File: src/rtl/lab2_proc_imul_arbiter.sv
// Arbitrates N requesters onto one shared variable-latency multiplier, one transaction in flight.
// Define LAB2_PROC_IMUL_ARB_RR_EN for round-robin arbitration; the default is fixed priority (lowest index wins).
module lab2_proc_imul_arbiter #(
    parameter int p_num_reqs  = 4,
    parameter int p_ptr_nbits = 2
) (
    input  logic                      clk,
    input  logic                      reset,
    input  logic [p_num_reqs-1:0]     req_val,
    output logic [p_num_reqs-1:0]     req_rdy,
    input  logic [64*p_num_reqs-1:0]  req_msg,
    output logic [p_num_reqs-1:0]     resp_val,
    input  logic [p_num_reqs-1:0]     resp_rdy,
    output logic [31:0]               resp_msg,
    output logic                      mul_req_val,
    input  logic                      mul_req_rdy,
    output logic [63:0]               mul_req_msg,
    input  logic                      mul_resp_val,
    output logic                      mul_resp_rdy,
    input  logic [31:0]               mul_resp_msg,
    output logic [p_ptr_nbits-1:0]    owner
);

    typedef enum logic {
        IDLE = 1'b0,
        BUSY = 1'b1
    } state_t;

    state_t                   r_state;
    logic [p_ptr_nbits-1:0]   r_owner;
    logic [p_ptr_nbits-1:0]   w_winner;
    logic                     w_any;
`ifdef LAB2_PROC_IMUL_ARB_RR_EN
    logic [p_ptr_nbits-1:0]   r_ptr;
`endif

    assign w_any = |req_val;
    assign owner = r_owner;

    // Winner select: scanning from the lowest-priority slot upward leaves the highest-priority hit.
    always_comb begin
        w_winner = {p_ptr_nbits{1'b0}};
`ifdef LAB2_PROC_IMUL_ARB_RR_EN
        for (int i = p_num_reqs - 1; i >= 0; i--) begin
            w_winner = req_val[(int'(r_ptr) + i) % p_num_reqs]
                     ? p_ptr_nbits'((int'(r_ptr) + i) % p_num_reqs)
                     : w_winner;
        end
`else
        for (int i = p_num_reqs - 1; i >= 0; i--) begin
            w_winner = req_val[i] ? p_ptr_nbits'(i) : w_winner;
        end
`endif
    end

    // Handshake steering; everything is forced quiet while reset is held.
    always_comb begin
        req_rdy      = {p_num_reqs{1'b0}};
        resp_val     = {p_num_reqs{1'b0}};
        resp_msg     = 32'd0;
        mul_req_val  = 1'b0;
        mul_req_msg  = 64'd0;
        mul_resp_rdy = 1'b0;
        if (reset) begin
            case (r_state)
                IDLE: begin
                    mul_req_val       = w_any;
                    mul_req_msg       = w_any ? req_msg[int'(w_winner)*64 +: 64] : 64'd0;
                    req_rdy[w_winner] = mul_req_rdy & w_any;
                end
                BUSY: begin
                    resp_val[r_owner] = mul_resp_val;
                    mul_resp_rdy      = resp_rdy[r_owner];
                    resp_msg          = mul_resp_msg;
                end
                default: begin
                    mul_req_val = 1'b0;
                end
            endcase
        end else begin
            req_rdy = {p_num_reqs{1'b0}};
        end
    end

    // State, owner and priority pointer update.
    always_ff @(posedge clk or negedge reset) begin
        if (!reset) begin
            r_state <= IDLE;
            r_owner <= {p_ptr_nbits{1'b0}};
`ifdef LAB2_PROC_IMUL_ARB_RR_EN
            r_ptr   <= {p_ptr_nbits{1'b0}};
`endif
        end else begin
            case (r_state)
                IDLE: begin
                    if (w_any && mul_req_rdy) begin
                        r_owner <= w_winner;
                        r_state <= BUSY;
`ifdef LAB2_PROC_IMUL_ARB_RR_EN
                        r_ptr   <= (w_winner == p_ptr_nbits'(p_num_reqs - 1))
                                 ? {p_ptr_nbits{1'b0}}
                                 : w_winner + p_ptr_nbits'(1'b1);
`endif
                    end
                end
                BUSY: begin
                    if (mul_resp_val && resp_rdy[r_owner]) begin
                        r_state <= IDLE;
                    end
                end
                default: begin
                    r_state <= IDLE;
                end
            endcase
        end
    end

endmodule
File: config.mk
export PLATFORM = sky130hd
export DESIGN_NAME = lab2_proc_imul_arbiter
export DESIGN_NICKNAME = d
export VERILOG_FILES = /design/src/rtl/lab2_proc_imul_arbiter.sv
export SDC_FILE = /design/constraint.sdc
export NUM_CORES = 1
export LEC_CHECK = 0
export ABC_AREA = 1
export BUFFER_PORTS_ARGS = -buffer_cell sky130_fd_sc_hd__buf_2
export CORE_AREA = 8 8 153 155
export CTS_CLUSTER_SIZE = 10
export DETAILED_ROUTE_END_ITERATION = 10
export DIE_AREA = 0 0 161 163
export PLACE_DENSITY = 0.47
export SETUP_SLACK_MARGIN = 0.4
export SYNTH_ARGS = -nofsm -noshare
export SYNTH_HDL_FRONTEND = slang
export SYNTH_SLANG_ARGS = --single-unit
File: constraint.sdc
create_clock -name clk -period 1.6 [get_ports clk]
set_input_delay 0.32 -clock clk [delete_from_list [all_inputs] [get_ports clk]]
set_output_delay 0.32 -clock clk [all_outputs]
set_load 0.05 [all_outputs]
==> results of run 1 <==
routing by layer:
metal	vias to the layer above	global-route usage [%]
li1	3478	-
met1	3128	23.05
met2	281	35.22
met3	32	3.918
met4	0	5.008
met5	-	0
placed cells by master (no fill, tap or decap), drive strengths merged:
cell type,n
a21oi,64
and3,1
buf,489
bufbuf,1
clkbuf,13
clkinv,1
dfrtp,3
diode,10
inv,231
nand2,84
nand3,326
nand4,1
nor2,39
nor3,4
o21ai,2
cells in the mapped netlist, drive strengths merged:
cell type,count
nand3,326
inv,232
nand2,83
a21oi,64
buf,60
nor2,39
clkbuf,12
nor3,4
dfrtp,3
o21ai,2
and3,1
nand4,1
cells by family after synthesis:
group	Yosys count	share of synthesized area, %
AND/OR/NAND/NOR	454	53.52
flip-flops	3	1.878
buffers and inverters	304	31.64
AO/OA/AOI/OAI	66	12.96
cell type report:
cell class	instances	area, um^2
inverter	232	924.6
tap	275	344.1
antenna	10	25.02
multi-input combinational	521	4184
fill	2113	10870
sequential	3	82.58
clock buffer	4	78.83
timing repair buffer	499	4317
repair_timing:
item / 4_1_cts / 5_1_grt
setup buffers: 7 / 6
gates cloned: 9 / 12
setup endpoints to repair: 110 / 110
gates resized for setup: 234 / 110
pin swaps: 11 / 20
sequential cells by signal, summed over array words and instances (netlist names):
register / count
r_state: 1
owner: 2
critical path, stage by stage, from the launching register on:
cell and delay, ps:
dfrtp_1 420, nor2_4 140, buf_12 120, nand2_8 110, buf_16 210, a21oi_4 150
buf_8 160
stage by stage:
stage	TNS [ps]	hold slack (ps)
floorplan	0	24.41
CTS	-18180	126.1
global route	-23660	218.2
detailed placement	-28740	362.1
finish	-19030	212.9
global placement	-27630	369.5
worst max path at each step:
| stage | depth (start not counted) | to | start | slack [ps] |
|---|---|---|---|---|
| global route | 6 | mul_req_msg[59] | r_state | -320 |
| CTS | 5 | mul_req_msg[24] | r_state | -280 |
| finish | 6 | mul_req_msg[49] | r_state | -280 |
| detailed placement | 8 | mul_req_msg[0] | req_val[0] | -450 |
| global placement | 8 | mul_req_msg[0] | req_val[0] | -460 |
| floorplan | 8 | mul_req_msg[13] | req_val[2] | 20 |
power groups by stage:
stage          logic (mW)  registers, mW  clock network (mW)
6_report             6.74          0.190               0.407
5_1_grt              7.06          0.193               0.416
4_1_cts              6.07          0.189               0.410
3_5_place_dp         5.25          0.184                   0
3_3_place_gp         5.25          0.185                   0
2_1_floorplan        3.73          0.293                   0
==> flow_summary.yaml, run 1 <==
route:
  vias: 6919
  routedWlPerCell_um: 18.68
  first_iter_violations: 429
  wl_met2_um: 14800
  first_pass_iters: 4
  wl_met1_um: 11350
  dr.max_layer_used: "met4"
  drc: 0
  met3WireLength_um: 2091
  ant_nets: 0
  viasPerCell: 4.481
  drt-total-wl_um: 28840
synth:
  syn_nets: 1127
  yosys_warnings: 0
  netlist.area_leader.share_pct: 40.69
  synth_area_leaders: "nand3_1 41%, inv_1 21%, a21oi_2 11%"
  syn_area_um2: 3998
  yosys_register_bits: 3
  synth_area_per_cell_um2: 4.834
  synth_top_area_cell: "nand3_1"
  synth.yosys.seq_area_share_pct: 1.878
  synth.distinct_cells: 22
  synthCells: 827
layout:
  stdcell_count: 1544
  layout-drive-gt1-share_pct: 58.94
  synthToLayoutAreaGrowth_pct: 149.0
  postLayoutCoreUtil_pct: 47.81
  design_area_um2: 9956
  layout.nets: 1560
worst_setup_path:
  cp_max_fo: 11
  end_kind: "output pin"
  required_ps: 1280
  cp-start-kind: "flip-flop"
  critical_path_arrival_ps: 1560
  rr_startpoint: "r_state"
  r2r_slack_ps: 420
  worstSetupPathType: "reg2out"
  rr_worst_depth: 7
  rr_endpoint: "owner[1]"
timing:
  fin_crit_sh_pct: 117.5
  finalWorstSetupSlack_ps: -279.7
  finalSetupViolations: 106
  finalHoldViolCount: 0
  rsz0062_at_grt: "yes"
  worst_slew_pin_slew_ps: 283.6
  finalCriticalPeriod_ps: 1880
  fmax_ghz: 0.5320
  finalMaxSlewViolations: 0
  relSlewSlack_pct: 81.09
  finalClockSkew_ps: 1.562
power_and_ir_drop:
  seqPwrFrac_pct: 2.6
  p_total_mw: 7.341
  switching_power_mw: 4.123
  p_comb_share_pct: 91.9
  switching_share_pct: 56.17
  p_leak_nw: 5.292
  powerDensity_nw_per_um2: 737.3
  p_clk_share_pct: 5.5
  p_int_mw: 3.217
  irDropWorstVdd_mv: 0.4918
clock_tree:
  worstSkewPairLatency_ps: 230
  cts_buffers: 3
  holdBufCountCts: 0
  cts_root_buffer: "clkbuf_16"
  cts.htree.levels: 1
  clk_pin_slew_ps: 30
  cts_tree: "built"
  clkSinkCount: 3
  cts_buffer_depth: 2
placement:
  place_congestion: 0.8484
  dp_slack_ps: -453.4
  port_buffers: 407
  dp_hpwl_um: 21050
  dpl_cell_area_um2: 8050
  post-place-cells: 1496
grt:
  grt_max_degree: 46
  grt.total_usage_pct: 19.49
  grt_pass1_vias: 6897
  grt_pass1_wl_um: 40500
  grt_overflow: 0
  antenna_found_initial: 9
die:
  core-area_um2: 20820
  die_height_um: 163
  rows: 53
  start_util_pct: 19.20
  ioPinCount: 408
  dieArea_um2: 26240
  die_width_um: 161
status:
  status: "finished, violations left"
  violations: "negative setup slack"
worst_hold_path:
  hp-class: "in2async"
flow_run:
  max_cap_viol_count: 0
Power figures use the tool's default switching activity.
==> run 2, diff against run 1 <==
- RECOVER_POWER: not set -> 100
==> run 2 against run 1 <==
Net effect:
- the run still ends with negative setup slack left
- clock skew about the same
- critical endpoint unchanged
- highest routed layer unchanged
- global-route usage did not move
- routed wire length about the same
- first-iteration DRC count unchanged
==> flow_summary.yaml, run 2 (synthesis results as in run 1) <==
worst_setup_path:
  rr_endpoint: "owner[1]"
  rr_startpoint: "r_state"
  cp-start-kind: "flip-flop"
  required_ps: 1280
  critical_path_arrival_ps: 1560
  worstSetupPathType: "reg2out"
  cp_max_fo: 11
  r2r_slack_ps: 340
  end_kind: "output pin"
  rr_worst_depth: 7
timing:
  finalMaxSlewViolations: 0
  hold_slack_ps: 201.1
  rsz0062_at_grt: "yes"
  finalSetupViolations: 106
  fmax_ghz: 0.5330
  finalHoldViolCount: 0
  finalClockSkew_ps: 1.908
  relSlewSlack_pct: 80.98
  finalCriticalPeriod_ps: 1876
  finalWorstSetupSlack_ps: -276.2
  worst_slew_pin_slew_ps: 285.2
  finalSetupTns_ps: -18610
  fin_crit_sh_pct: 117.3
power_and_ir_drop:
  p_total_mw: 7.327
  irDropWorstVdd_mv: 0.4916
  p_clk_share_pct: 5.6
  p_leak_nw: 5.282
  p_comb_share_pct: 91.8
  seqPwrFrac_pct: 2.6
  switching_share_pct: 56.16
  powerDensity_nw_per_um2: 736.8
  p_int_mw: 3.212
  switching_power_mw: 4.115
placement:
  dp_hpwl_um: 21050
  port_buffers: 407
  dp_slack_ps: -453.4
  dpl_cell_area_um2: 8050
  place_congestion: 0.8484
clock_tree:
  worstSkewPairLatency_ps: 230
  clkSinkCount: 3
  cts_tree: "built"
  cts_buffers: 3
  cts_buffer_depth: 2
  clk_pin_slew_ps: 30
  cts.htree.levels: 1
  cts_root_buffer: "clkbuf_16"
layout:
  layout-drive-gt1-share_pct: 58.78
  ff_latch_area_um2: 82.58
  fill_cells: 2115
  synthToLayoutAreaGrowth_pct: 148.8
  multiInputGateArea_um2: 4177
  final_common_cell: "buf_2"
  largest_reg_flops: 2
  layout.nets: 1560
  design_area_um2: 9945
  final_cell_mix: "296 x buf_2, 236 x nand3_1, 213 x inv_1, 98 x buf_6, 80 x nand3_2"
route:
  vias: 6927
  ant_nets: 0
  viasPerCell: 4.486
  routedWlPerCell_um: 18.68
  first_pass_iters: 4
  drt-total-wl_um: 28850
  first_iter_violations: 429
  drc: 0
die:
  die_height_um: 163
  core-area_um2: 20820
  rows: 53
  die_width_um: 161
  dieArea_um2: 26240
  ioPinCount: 408
  start_util_pct: 19.20
grt:
  grt.total_usage_pct: 19.49
  grt_pass1_wl_um: 40500
  grt_max_degree: 46
  antenna_found_initial: 9
  grt_pass1_vias: 6897
  grt_overflow: 0
status:
  violations: "negative setup slack"
  status: "finished, violations left"
worst_hold_path:
  hp-class: "in2async"
flow_run:
  max_cap_viol_count: 0
-- run 2: cell types whose count changed in the layout (fill, tap and decap cells not counted), sizes merged --
| cell | change |
|---|---|
| clkbuf | +1 |
| buf | -1 |
-- run 2: through the flow --
stage	std cells	util, %
after floorplan	827	-
after global placement	1496	38.66
after detailed placement	1496	38.66
after CTS	1516	44.31
after global routing	1544	47.76
final	1544	47.76
-- run 2: worst max-delay path by stage --
stage,from,endpoint,cells after the start
final,r_state,mul_req_msg[49],6
after global routing,r_state,mul_req_msg[59],6
after CTS,r_state,mul_req_msg[24],5
after detailed placement,req_val[0],mul_req_msg[0],8
after global placement,req_val[0],mul_req_msg[0],8
after floorplan,req_val[2],mul_req_msg[13],8
-- run 2: area by class of cell --
| type | count | area share [%] |
|---|---|---|
| Multi-Input combinational cell | 521 | 42.00 |
| Tap cell | 275 | 3.460 |
| Timing Repair Buffer | 499 | 43.37 |
| Antenna cell | 10 | 0.2516 |
| Inverter | 232 | 9.298 |
| Sequential cell | 3 | 0.8304 |
| Clock buffer | 4 | 0.7927 |
-- run 2: critical path, stage by stage, from the launching register on --
cell and delay (ps):
dfrtp_1 410, nor2_4 140, buf_12 120, nand2_8 110
buf_16 210, a21oi_4 150, buf_8 160
-- run 2: power groups by stage --
stage	clock network [mW]	registers (mW)	logic, mW
finish	0.408	0.190	6.73
global route	0.416	0.193	7.05
CTS	0.410	0.189	6.07
detailed placement	0	0.184	5.25
global placement	0	0.185	5.25
floorplan	0	0.293	3.73
-- run 2: timing repair --
action,CTS,global route
resized for setup,234,110
buffers inserted,7,6
endpoints found under the hold margin,0,0
hold buffers,0,0
setup endpoints to repair,110,110
gates cloned,9,12
pin swaps,11,20
-- run 2: routing by layer --
| layer | share of wire [%] | GRT usage (%) | vias up |
|---|---|---|---|
| li1 | - | - | 3479 |
| met1 | 39 | 23.05 | 3137 |
| met2 | 51 | 35.22 | 279 |
| met3 | 7.1 | 3.918 | 32 |
| met4 | 2.1 | 5.008 | 0 |
| met5 | 0 | 0 | - |
